## src/rtl/alu4_ctrl.sv

```systemverilog
// alu4_ctrl: command-side controller for the 4-bit ALU.
// Takes commands over a valid/ready handshake, drives the combinational ALU
// from operand registers, captures the result one cycle later and returns it
// over a second valid/ready handshake. Keeps a chaining accumulator and a
// count of results the consumer has taken.
module alu4_ctrl #(
  parameter int          CNT_W    = 8,
  parameter logic [3:0]  ACC_INIT = 4'h0
) (
  input  logic             clk,
  input  logic             rst,
  input  logic             cmd_valid,
  output logic             cmd_ready,
  input  logic [1:0]       cmd_op,
  input  logic [3:0]       cmd_a,
  input  logic [3:0]       cmd_b,
  input  logic             cmd_use_acc,
  input  logic             cmd_wr_acc,
  output logic [3:0]       alu_a,
  output logic [3:0]       alu_b,
  output logic [1:0]       alu_op,
  input  logic [3:0]       alu_s,
  input  logic             alu_c,
  output logic             res_valid,
  input  logic             res_ready,
  output logic [3:0]       res_s,
  output logic             res_c,
  output logic [3:0]       acc,
  output logic [CNT_W-1:0] op_cnt
);

  typedef enum logic [1:0] {
    IDLE = 2'd0,
    EXEC = 2'd1,
    HOLD = 2'd2
  } state_t;

  state_t     state;
  logic [3:0] opnd_a;
  logic [3:0] opnd_b;
  logic [1:0] opnd_op;
  logic       opnd_wr;
  logic       take_cmd;
  logic [3:0] next_a;

  // The ALU is driven directly from the operand registers, so its inputs
  // only move when a new command is latched.
  assign alu_a  = opnd_a;
  assign alu_b  = opnd_b;
  assign alu_op = opnd_op;

  // A command can be taken when idle, or in HOLD in the same cycle the
  // pending result is handed over; never a function of cmd_valid.
  assign cmd_ready = (state == IDLE) | ((state == HOLD) & res_ready);
  assign take_cmd  = cmd_valid & cmd_ready;

  // Operand A source; in HOLD the accumulator already carries the value
  // written by the preceding EXEC, which gives chaining for free.
  assign next_a = cmd_use_acc ? acc : cmd_a;

  // Controller state, operand registers, result capture, accumulator and
  // completed-operation counter.
  always_ff @(posedge clk) begin
    if (rst) begin
      state     <= IDLE;
      opnd_a    <= 4'h0;
      opnd_b    <= 4'h0;
      opnd_op   <= 2'd0;
      opnd_wr   <= 1'b0;
      res_valid <= 1'b0;
      res_s     <= 4'h0;
      res_c     <= 1'b0;
      acc       <= ACC_INIT;
      op_cnt    <= '0;
    end else begin
      case (state)
        IDLE: begin
          if (take_cmd) begin
            opnd_a  <= next_a;
            opnd_b  <= cmd_b;
            opnd_op <= cmd_op;
            opnd_wr <= cmd_wr_acc;
            state   <= EXEC;
          end
        end
        EXEC: begin
          res_s     <= alu_s;
          res_c     <= alu_c;
          res_valid <= 1'b1;
          if (opnd_wr) begin
            acc <= alu_s;
          end
          state <= HOLD;
        end
        HOLD: begin
          if (res_ready) begin
            op_cnt    <= op_cnt + 1'b1;
            res_valid <= 1'b0;
            if (take_cmd) begin
              opnd_a  <= next_a;
              opnd_b  <= cmd_b;
              opnd_op <= cmd_op;
              opnd_wr <= cmd_wr_acc;
              state   <= EXEC;
            end else begin
              state <= IDLE;
            end
          end
        end
        default: begin
          state     <= IDLE;
          res_valid <= 1'b0;
        end
      endcase
    end
  end

endmodule

```

## config.mk

```make
export PLATFORM = sky130hd
export DESIGN_NAME = alu4_ctrl
export DESIGN_NICKNAME = d
export VERILOG_FILES = /design/src/rtl/alu4_ctrl.sv
export SDC_FILE = /design/constraint.sdc
export NUM_CORES = 1
export LEC_CHECK = 0
export ABC_AREA = 1
export ABC_CLOCK_PERIOD_IN_PS = 1200
export CORE_ASPECT_RATIO = 0.6
export CORE_MARGIN = 2
export CORE_UTILIZATION = 35
export DETAILED_ROUTE_END_ITERATION = 10
export PLACE_DENSITY = 0.66
export SETUP_SLACK_MARGIN = 0.3
export SLEW_MARGIN = 20
export SYNTH_ARGS = -nofsm -noshare
export SYNTH_HDL_FRONTEND = slang
export SYNTH_SLANG_ARGS = --single-unit
```

## constraint.sdc

```tcl
create_clock -name clk -period 1.2 [get_ports clk]
set_clock_uncertainty 0.1 [all_clocks]
set_input_delay 0.24 -clock clk [delete_from_list [all_inputs] [get_ports clk]]
set_output_delay 0.24 -clock clk [all_outputs]
set_load 0.03 [all_outputs]
```

==> run summary, run 1 <==
Maxcap violations: 0
Layout cells sized above 1: 53.36%
CTS buffer count: 5
Synth area leaders: dfxtp_1, nor2_1, nand2_1, o21ai_0, inv_1
Die footprint: 0.004100 mm²
Total core area: 0.003343 mm²
Sink Count: 31
Sequential area share after synthesis: 49.40%
Antenna-violating nets left: 0
Startpoint Class: register
Top cell type's share of synthesized area: 49.40%
YS warnings: 0
Post-route DRC: 0
Total wire length: 3748 µm
VDD IR max: 0.6148 mV
Gate power share: 21.7%
Placed cells: 268
Vias/cell: 4.668
Cell Area, Placed: 0.001805 mm²
H-tree depth: 2
Global-route wire length before repair: 5996 µm
Period Utilization, post-route: 107.6%
ANT cells: 0
GRT Util Overall: 19.72%
Post-DP HPWL: 2519 µm
Total power: 2.591 mW
Share of power burned in registers: 43.6%
Cts-stage hold buffer count: 0
Crit path DAT: 0.95 ns
Overflow after GRT: 0
Most common cell after layout, fill and taps aside: nor2_1
Final non-filler cell total: 298
GPL Wtd Cong: 0.7742
Post-synth top area cell: dfxtp_1
Worst setup EP type: output port
IO Pins: 50
Starting Density: 37.57%
TritonCTS clock tree: built
P_int: 1.875 mW
Lkg Pwr: 1.032 nW
Failing checks: negative setup slack
Clk network pwr share: 34.7%
CTS root buffer: clkbuf_8
Die Y: 50.41 µm
Wire length per cell: 12.58 µm
Post-Syn Area: 0.001256 mm²
Die width: 81.34 µm
Tightest Hold Check Type: reg -> reg
RSZ-0062 raised after global routing: yes
Initial antenna violation count: 0
Worst Max-Slew Pin Slew: 0.4093 ns
Most frequent cells in the layout: nor2_1, buf_6, buf_4
Clock latency on the worst-skew pair: 0.28 ns
Final Setup Violations: 18
Post-synth cell types: 19
Clk buf depth: 2
Pwr/cell area: 1089 mW/mm²
Max-slew violations: 0
Post-Syn Nets: 191
Synth Instances: 169
Switching share of total power: 27.64%
Switching power: 0.7161 mW
Final period demand of the worst path: 1.291 ns
Synth-to-layout area growth: 89.44%
Final Cell Area: 0.002380 mm²
Rel. slew slack: 72.68%
Initial DRT Pass Iterations: 4
# nets final: 274
IO buf count: 49
Mean Syn Cell Area: 7.433 µm²
Number of global-route vias before repair: 1,288
Crit-path max FO: 2
Detailed router's first-iteration violation count: 43
Maximum achievable frequency: 0.7743 GHz
FF-to-FF Start: state[1]
Status: complete, but fails checks
Fin. Hold Viols: 0
Clock Pin Slew Worst Setup and Hold Paths: 0.07 ns
Final WS setup: -0.09146 ns
Critical path launch point: state[1]
Setup Crit Path Kind: reg -> out
Rows: 16
Crit path required time: 0.86 ns
Hold wc startpoint: alu_b[2]
Seq cells post-synth: 31
Vias after detailed routing: 1,391
Largest net degree at the start of global routing: 12
## layer usage
layer	part of all wire [%]	GRT usage, %	vias up
li1	-	-	705
met1	47	26.97	643
met2	47	29.37	36
met3	4.6	5.755	7
met4	1.6	7.345	0
met5	0	0	-
## kinds of logic (layout without fill, tap and decap cells)
group                    count (synthesis)  in the layout  synth area share, %
AO/OA/AOI/OAI                           32             32                13.25
XOR/XNOR                                 2              2                1.395
adder cells (fa/ha/maj)                  1              1               0.9959
buffers and inverters                   24            108                8.764
flip-flops                              31             31                49.40
AND/OR/NAND/NOR                         79             79                26.20
## cells in the mapped netlist
cell and number:
a21oi_1 8, buf_2 4, buf_6 2, dfxtp_1 31, ha_1 1, inv_1 14
inv_2 4, nand2_1 20, nand2_2 1, nand3_1 7, nand3_2 1, nand4_1 3
nor2_1 46, nor2_4 1, o21a_1 1, o21ai_0 12, o21ai_1 10, o21ai_2 1
xor2_1 2
## sequential cells by signal, summed over array words and instances, names as in the netlist
name / count
res_valid: 1
res_c: 1
opnd_wr: 1
state: 2
op_cnt: 8
res_s: 4
alu_op: 2
alu_a: 4
alu_b: 4
acc: 4
## worst max-delay path: stages, from the launching register on
cell and delay [ns]:
dfxtp_4 0.35, inv_2 0.03, o21ai_2 0.11, inv_2 0.05
buf_6 0.13
## through the flow
stage	util (%)	hold WS, ns	setup slack, ns	TNS (ns)
finish	71.18	0.3841	-0.09146	-0.7193
global route	71.18	0.4078	-0.1572	-2.207
CTS	68.15	0.3884	-0.1058	-0.2811
detailed placement	54.00	0.3744	-0.4290	-8.445
global placement	54.00	0.3572	-0.3717	-7.635
floorplan	-	0.2749	0.007231	0
## final timing paths
| path | end | slack, ns | depth (start not counted) |
|---|---|---|---|
| max | cmd_ready | -0.09 | 4 |
| min | alu_b[2] | 0.38 | 2 |
| max reg2reg | op_cnt[5] | -0.07 | 7 |
| min reg2reg | alu_b[2] | 0.38 | 2 |
## power groups by stage
stage / combinational [mW] / sequential (mW) / clock [mW]
CTS: 0.539 / 1.13 / 0.920
floorplan: 0.151 / 1.23 / 0
global route: 0.604 / 1.14 / 0.977
global placement: 0.428 / 1.14 / 0
detailed placement: 0.436 / 1.14 / 0
finish: 0.563 / 1.13 / 0.899
## area by class of cell
| cell class | count | area (µm²) |
|---|---|---|
| Clock buffer | 8 | 100.1 |
| Fill cell | 255 | 963.4 |
| Inverter | 18 | 80.08 |
| Multi-Input combinational cell | 114 | 666.9 |
| Sequential cell | 31 | 680.7 |
| Tap cell | 45 | 56.30 |
| Timing Repair Buffer | 82 | 795.8 |
## timing repair
item                                    CTS  global route
endpoints found under the setup margin   60            60
buffers inserted                         16             6
resized for setup                        91            16
pin swaps                                11             1
cloned                                    0             0
No activity file was read; power rests on OpenSTA's default activity.
==> run 2: changes to the inputs <==
- ABC_CLOCK_PERIOD_IN_PS: 1200 -> 1130
- HOLD_SLACK_MARGIN: not set -> 0.06
- clock period: 1.2 -> 1.13 ns (I/O delays scaled with it)
==> run summary, run 2 (synthesized netlist as in run 1, its figures left out) <==
Maxcap violations: 0 (unchanged)
Cts-stage hold buffer count: 0 (unchanged)
Post-route DRC: 0 (unchanged)
Rows: 16 (unchanged)
Rel. slew slack: 67.80% (-4.9 points)
Final Setup Violations: 31 (+13)
VDD IR max: 0.5714 mV (-7.1%)
Period Utilization, post-route: 124.2%
Number of flip-flops in the largest register: 8 (unchanged)
CTS buffer count: 5 (unchanged)
Biggest register: op_cnt
Starting Density: 37.57% (unchanged)
CP max stage cell: dfxtp_2
Initial antenna violation count: 0 (unchanged)
Largest net degree at the start of global routing: 17 (+5)
Final period demand of the worst path: 1.404 ns
Clk network pwr share: 29.8% (-4.9 points)
Critical path launch point: state[1]
Total power: 2.687 mW (+3.7%)
Status: complete, but fails checks
Global-route wire length before repair: 5747 µm (-4.2%)
Post-DP HPWL: 2430 µm (-3.6%)
Gate power share: 25.3% (+3.6 points)
Pwr/cell area: 1073 mW/mm² (-1.4%)
Most used cell, CP: inv_2
# nets final: 283 (+3.3%)
Total core area: 0.003343 mm² (unchanged)
Worst setup EP type: output port
Total wire length: 3805 µm (+1.5%)
Crit path DAT: 1.08 ns (+0.13 ns)
Worst Max-Slew Pin Slew: 0.4824 ns (+0.07311 ns)
Die width: 81.34 µm (unchanged)
P_int: 1.921 mW (+2.5%)
Post-layout util: 74.89% (+3.7 points)
Wire length per cell: 12.43 µm (-1.1%)
Crit path required time: 0.80 ns (-0.06 ns)
ANT cells: 0 (unchanged)
Synth-to-layout area growth: 99.30%
Setup Crit Path Kind: reg -> out
RSZ-0062 raised after global routing: yes
CTS root buffer: clkbuf_8
GPL Wtd Cong: 0.7805 (+0.81%)
CP top delay family: buffers and inverters
CP peak stage delay: 0.34 ns (about the same)
TritonCTS clock tree: built
Share of power burned in registers: 44.9% (+1.3 points)
H-tree depth: 2 (unchanged)
Vias after detailed routing: 1,435 (+3.2%)
Initial DRT Pass Iterations: 4 (unchanged)
Critical path, cell by cell: inv_2, o21ai_2, inv_2, buf_4, buf_6
Clk buf depth: 2 (unchanged)
Switching power: 0.7661 mW (+7.0%)
Crit-path max FO: 2 (unchanged)
Most frequent cells in the layout: nor2_1, buf_6, buf_4
Die Y: 50.41 µm (unchanged)
Die footprint: 0.004100 mm² (unchanged)
Number of global-route vias before repair: 1,304 (+1.2%)
Clock Pin Slew Worst Setup and Hold Paths: 0.06 ns (about the same)
Overflow after GRT: 0 (unchanged)
Hold slack: 0.3961 ns (+0.01196 ns)
Failing checks: negative setup slack
Final non-filler cell total: 306 (+2.7%)
GRT Util Overall: 18.91% (-0.80 points)
Tightest Hold Check Type: reg -> reg
FF-to-FF Start: state[1]
Sink Count: 31 (unchanged)
Layout cells sized above 1: 57.09% (+3.7 points)
Buf/Inv on CP: 4 (+1)
Hold wc startpoint: alu_a[1]
Startpoint Class: register
Vias/cell: 4.690 (+0.47%)
Place WS: -0.4703 ns (-0.04129 ns)
Lkg Pwr: 1.087 nW (+5.3%)
Maximum achievable frequency: 0.7124 GHz
Antenna-violating nets left: 0 (unchanged)
IO buf count: 49 (unchanged)
Final WS setup: -0.2736 ns (-0.1822 ns)
Placed cells: 271 (+1.1%)
Max-slew violations: 0 (unchanged)
Fin. Hold Viols: 0 (unchanged)
Clock latency on the worst-skew pair: 0.28 ns (about the same)
Detailed router's first-iteration violation count: 58 (+35%)
Switching share of total power: 28.51% (+0.87 points)
IO Pins: 50 (unchanged)
## run 2: path summary, 6_finish.rpt
check,slack (ns),endpoint,cells after the start
max reg2reg,-0.20,alu_b[0],9
min reg2reg,0.40,alu_a[1],2
min,0.40,alu_a[1],2
max,-0.27,cmd_ready,5
## run 2: layout make-up
class                   count  area, µm²
repair buffers             91      913.4
fillers                   247      839.6
multi-input cells         114      704.4
flip-flops and latches     31      673.1
inverters                  18      80.08
clock buffers               7      76.32
well taps                  45      56.30
## run 2: worst min-delay path, delay by kind of cell, from the launching register on
kind,cells,cell delay [ns]
DFF,1,0.33
and+or+nand+nor,2,0.13
## run 2: stage by stage
stage | setup TNS (ns) | cell area, µm²
6_report | -3.543 | 2504
4_1_cts | -1.923 | 2342
3_3_place_gp | -8.982 | 1868
5_1_grt | -5.500 | 2504
3_5_place_dp | -10.17 | 1868
2_1_floorplan | -0.6622 | 1309
## run 2: timing repair
| item | 4_1_cts | 5_1_grt |
|---|---|---|
| setup endpoints to repair | 60 | 60 |
| cloned | 0 | 0 |
| gates resized for setup | 86 | 29 |
| buffers inserted | 22 | 6 |
| pin swaps | 11 | 7 |
| endpoints found under the hold margin | 0 | 0 |
## run 2: power groups by stage
stage / logic, mW / registers [mW] / clock network (mW)
global placement: 0.485 / 1.21 / 0
detailed placement: 0.491 / 1.21 / 0
global route: 0.724 / 1.21 / 0.856
finish: 0.679 / 1.21 / 0.800
floorplan: 0.163 / 1.31 / 0
CTS: 0.620 / 1.20 / 0.812
## run 2: per-layer routing
layer / track usage [%] / share of wire [%] / routed length (µm)
met1: 25.70 / 45 / 1705
met2: 27.87 / 45 / 1713
met3: 5.755 / 7.5 / 284
met4: 7.627 / 2.7 / 102
met5: 0 / 0 / 0
==> run 3: changes to the inputs <==
- CAP_MARGIN: not set -> 20
- MAX_ROUTING_LAYER: not set -> met4
==> run summary, run 3 (synthesized netlist as in run 1, its figures left out) <==
Cell Area, Placed: 0.001868 mm² (unchanged)
Crit path DAT: 1.08 ns (about the same)
Place WS: -0.4703 ns (unchanged)
Max-slew violations: 0 (unchanged)
Post-route DRC: 0 (unchanged)
Tightest Hold Check Type: reg -> reg
Hold wc startpoint: alu_a[1]
Status: complete, but fails checks
FF-to-FF Start: state[1]
R2R cell count: 9 (unchanged)
Final Cell Area: 0.002504 mm² (unchanged)
CTS root buffer: clkbuf_8
Total wire length: 3800 µm (-0.13%)
Worst r2r dst: alu_b[0]
VDD IR max: 0.5716 mV (about the same)
Final WS setup: -0.2739 ns (-0.0002430 ns)
Worst Hold Depth: 2 (unchanged)
Maxcap violations: 0 (unchanged)
Total power: 2.685 mW (about the same)
Hold slack: 0.3961 ns (+0.00002400 ns)
Detailed router's first-iteration violation count: 64 (+10%)
Post-DP HPWL: 2430 µm (unchanged)
# nets final: 283 (unchanged)
RSZ-0062 raised after global routing: yes
Starting Density: 37.57% (unchanged)
Rel. slew slack: 67.86% (about the same)
IO Pins: 50 (unchanged)
Clk buf depth: 2 (unchanged)
Filler cells: 247 (unchanged)
Rows: 16 (unchanged)
Pwr/cell area: 1072 mW/mm² (about the same)
Die Y: 50.41 µm (unchanged)
Wire length per cell: 12.42 µm (-0.13%)
Hold path endpoint: alu_a[1]
Final period demand of the worst path: 1.404 ns (+0.0002430 ns)
Sink Count: 31 (unchanged)
Largest net degree at the start of global routing: 17 (unchanged)
Setup TNS: -3.559 ns (-0.01597 ns)
Most frequent cells in the layout: nor2_1, buf_6, buf_4
Crit-path max FO: 2 (unchanged)
Total core area: 0.003343 mm² (unchanged)
Most used cell, CP: inv_2
Fin. Hold Viols: 0 (unchanged)
Maximum achievable frequency: 0.7123 GHz (about the same)
Initial antenna violation count: 0 (unchanged)
Initial DRT Pass Iterations: 4 (unchanged)
CP top delay family: buffers and inverters
Final Setup Violations: 31 (unchanged)
Buf/Inv on CP: 4 (unchanged)
Die width: 81.34 µm (unchanged)
GRT Util Overall: 19.43% (+0.52 points)
CTS buffer count: 5 (unchanged)
Cts-stage hold buffer count: 0 (unchanged)
Layout cells sized above 1: 57.09% (unchanged)
Worst Max-Slew Pin Slew: 0.4815 ns (-0.0008680 ns)
Number of flip-flops in the largest register: 8 (unchanged)
Vias/cell: 4.641 (-1.0%)
Failing checks: negative setup slack
GPL Wtd Cong: 0.7913 (+1.4%)
Die footprint: 0.004100 mm² (unchanged)
Critical path, cell by cell: inv_2, o21ai_2, inv_2, buf_4, buf_6
IO buf count: 49 (unchanged)
Clock latency on the worst-skew pair: 0.28 ns (about the same)
Period Utilization, post-route: 124.2% (about the same)
Antenna-violating nets left: 0 (unchanged)
Number of global-route vias before repair: 1,305 (+0.077%)
Setup Crit Path Kind: reg -> out
H-tree depth: 2 (unchanged)
CP max stage cell: dfxtp_2
Overflow after GRT: 0 (unchanged)
Clock Pin Slew Worst Setup and Hold Paths: 0.06 ns (about the same)
Vias after detailed routing: 1,420 (-1.0%)
Synth-to-layout area growth: 99.30% (unchanged)
ANT cells: 0 (unchanged)
Startpoint Class: register
Flop2flop setup slack: -0.20 ns (about the same)
CP peak stage delay: 0.34 ns (about the same)
Lkg Pwr: 1.087 nW (unchanged)
Crit path required time: 0.80 ns (about the same)
Worst setup EP type: output port
Biggest register: op_cnt
TritonCTS clock tree: built
Global-route wire length before repair: 5740 µm (-0.12%)
run 3: worst max path at each step:
stage,from,endpoint,cells after the start
2_1_floorplan,state[1],alu_op[0],8
3_3_place_gp,res_ready,alu_b[1],7
3_5_place_dp,res_ready,alu_a[3],7
4_1_cts,state[1],cmd_ready,5
5_1_grt,state[1],cmd_ready,5
6_report,state[1],cmd_ready,5
run 3: tightest hold or removal path, cell delays in order (launching register included):
cell and delay [ns]:
dfxtp_2 0.33, nor2_1 0.04, nor2_1 0.09
run 3: final cells by class:
| class | count | area (µm²) | share of cell area, % |
|---|---|---|---|
| clock buffers | 7 | 76.32 | 3.048 |
| inverters | 18 | 80.08 | 3.198 |
| multi-input cells | 114 | 704.4 | 28.14 |
| flip-flops and latches | 31 | 673.1 | 26.89 |
| well taps | 45 | 56.30 | 2.249 |
| repair buffers | 91 | 913.4 | 36.48 |
run 3: per-stage QoR:
stage	utilization [%]	std cells
2_1_floorplan	-	169
3_3_place_gp	55.88	271
3_5_place_dp	55.88	271
4_1_cts	70.06	300
5_1_grt	74.89	306
6_report	74.89	306
run 3: where the power goes:
group | internal (mW) | leakage (nW) | total, mW | switching (mW)
combinational | 0.347 | 0.781 | 0.680 | 0.333
clock | 0.423 | 0.0383 | 0.798 | 0.375
sequential | 1.15 | 0.268 | 1.21 | 0.0561
total | 1.92 | 1.09 | 2.68 | 0.764
run 3: what timing repair did:
item                                    CTS  global route
gates resized for setup                  86            29
pin swaps                                11             7
endpoints found under the setup margin   60            60
buffers inserted                         22             6
run 3: metal layers:
layer	track usage [%]	share of wire, %	up-vias
met4	7.627	2.6	0
li1	-	-	721
met5	-	0	-
met3	5.576	6.4	12
met1	25.81	46	642
met2	27.87	45	45
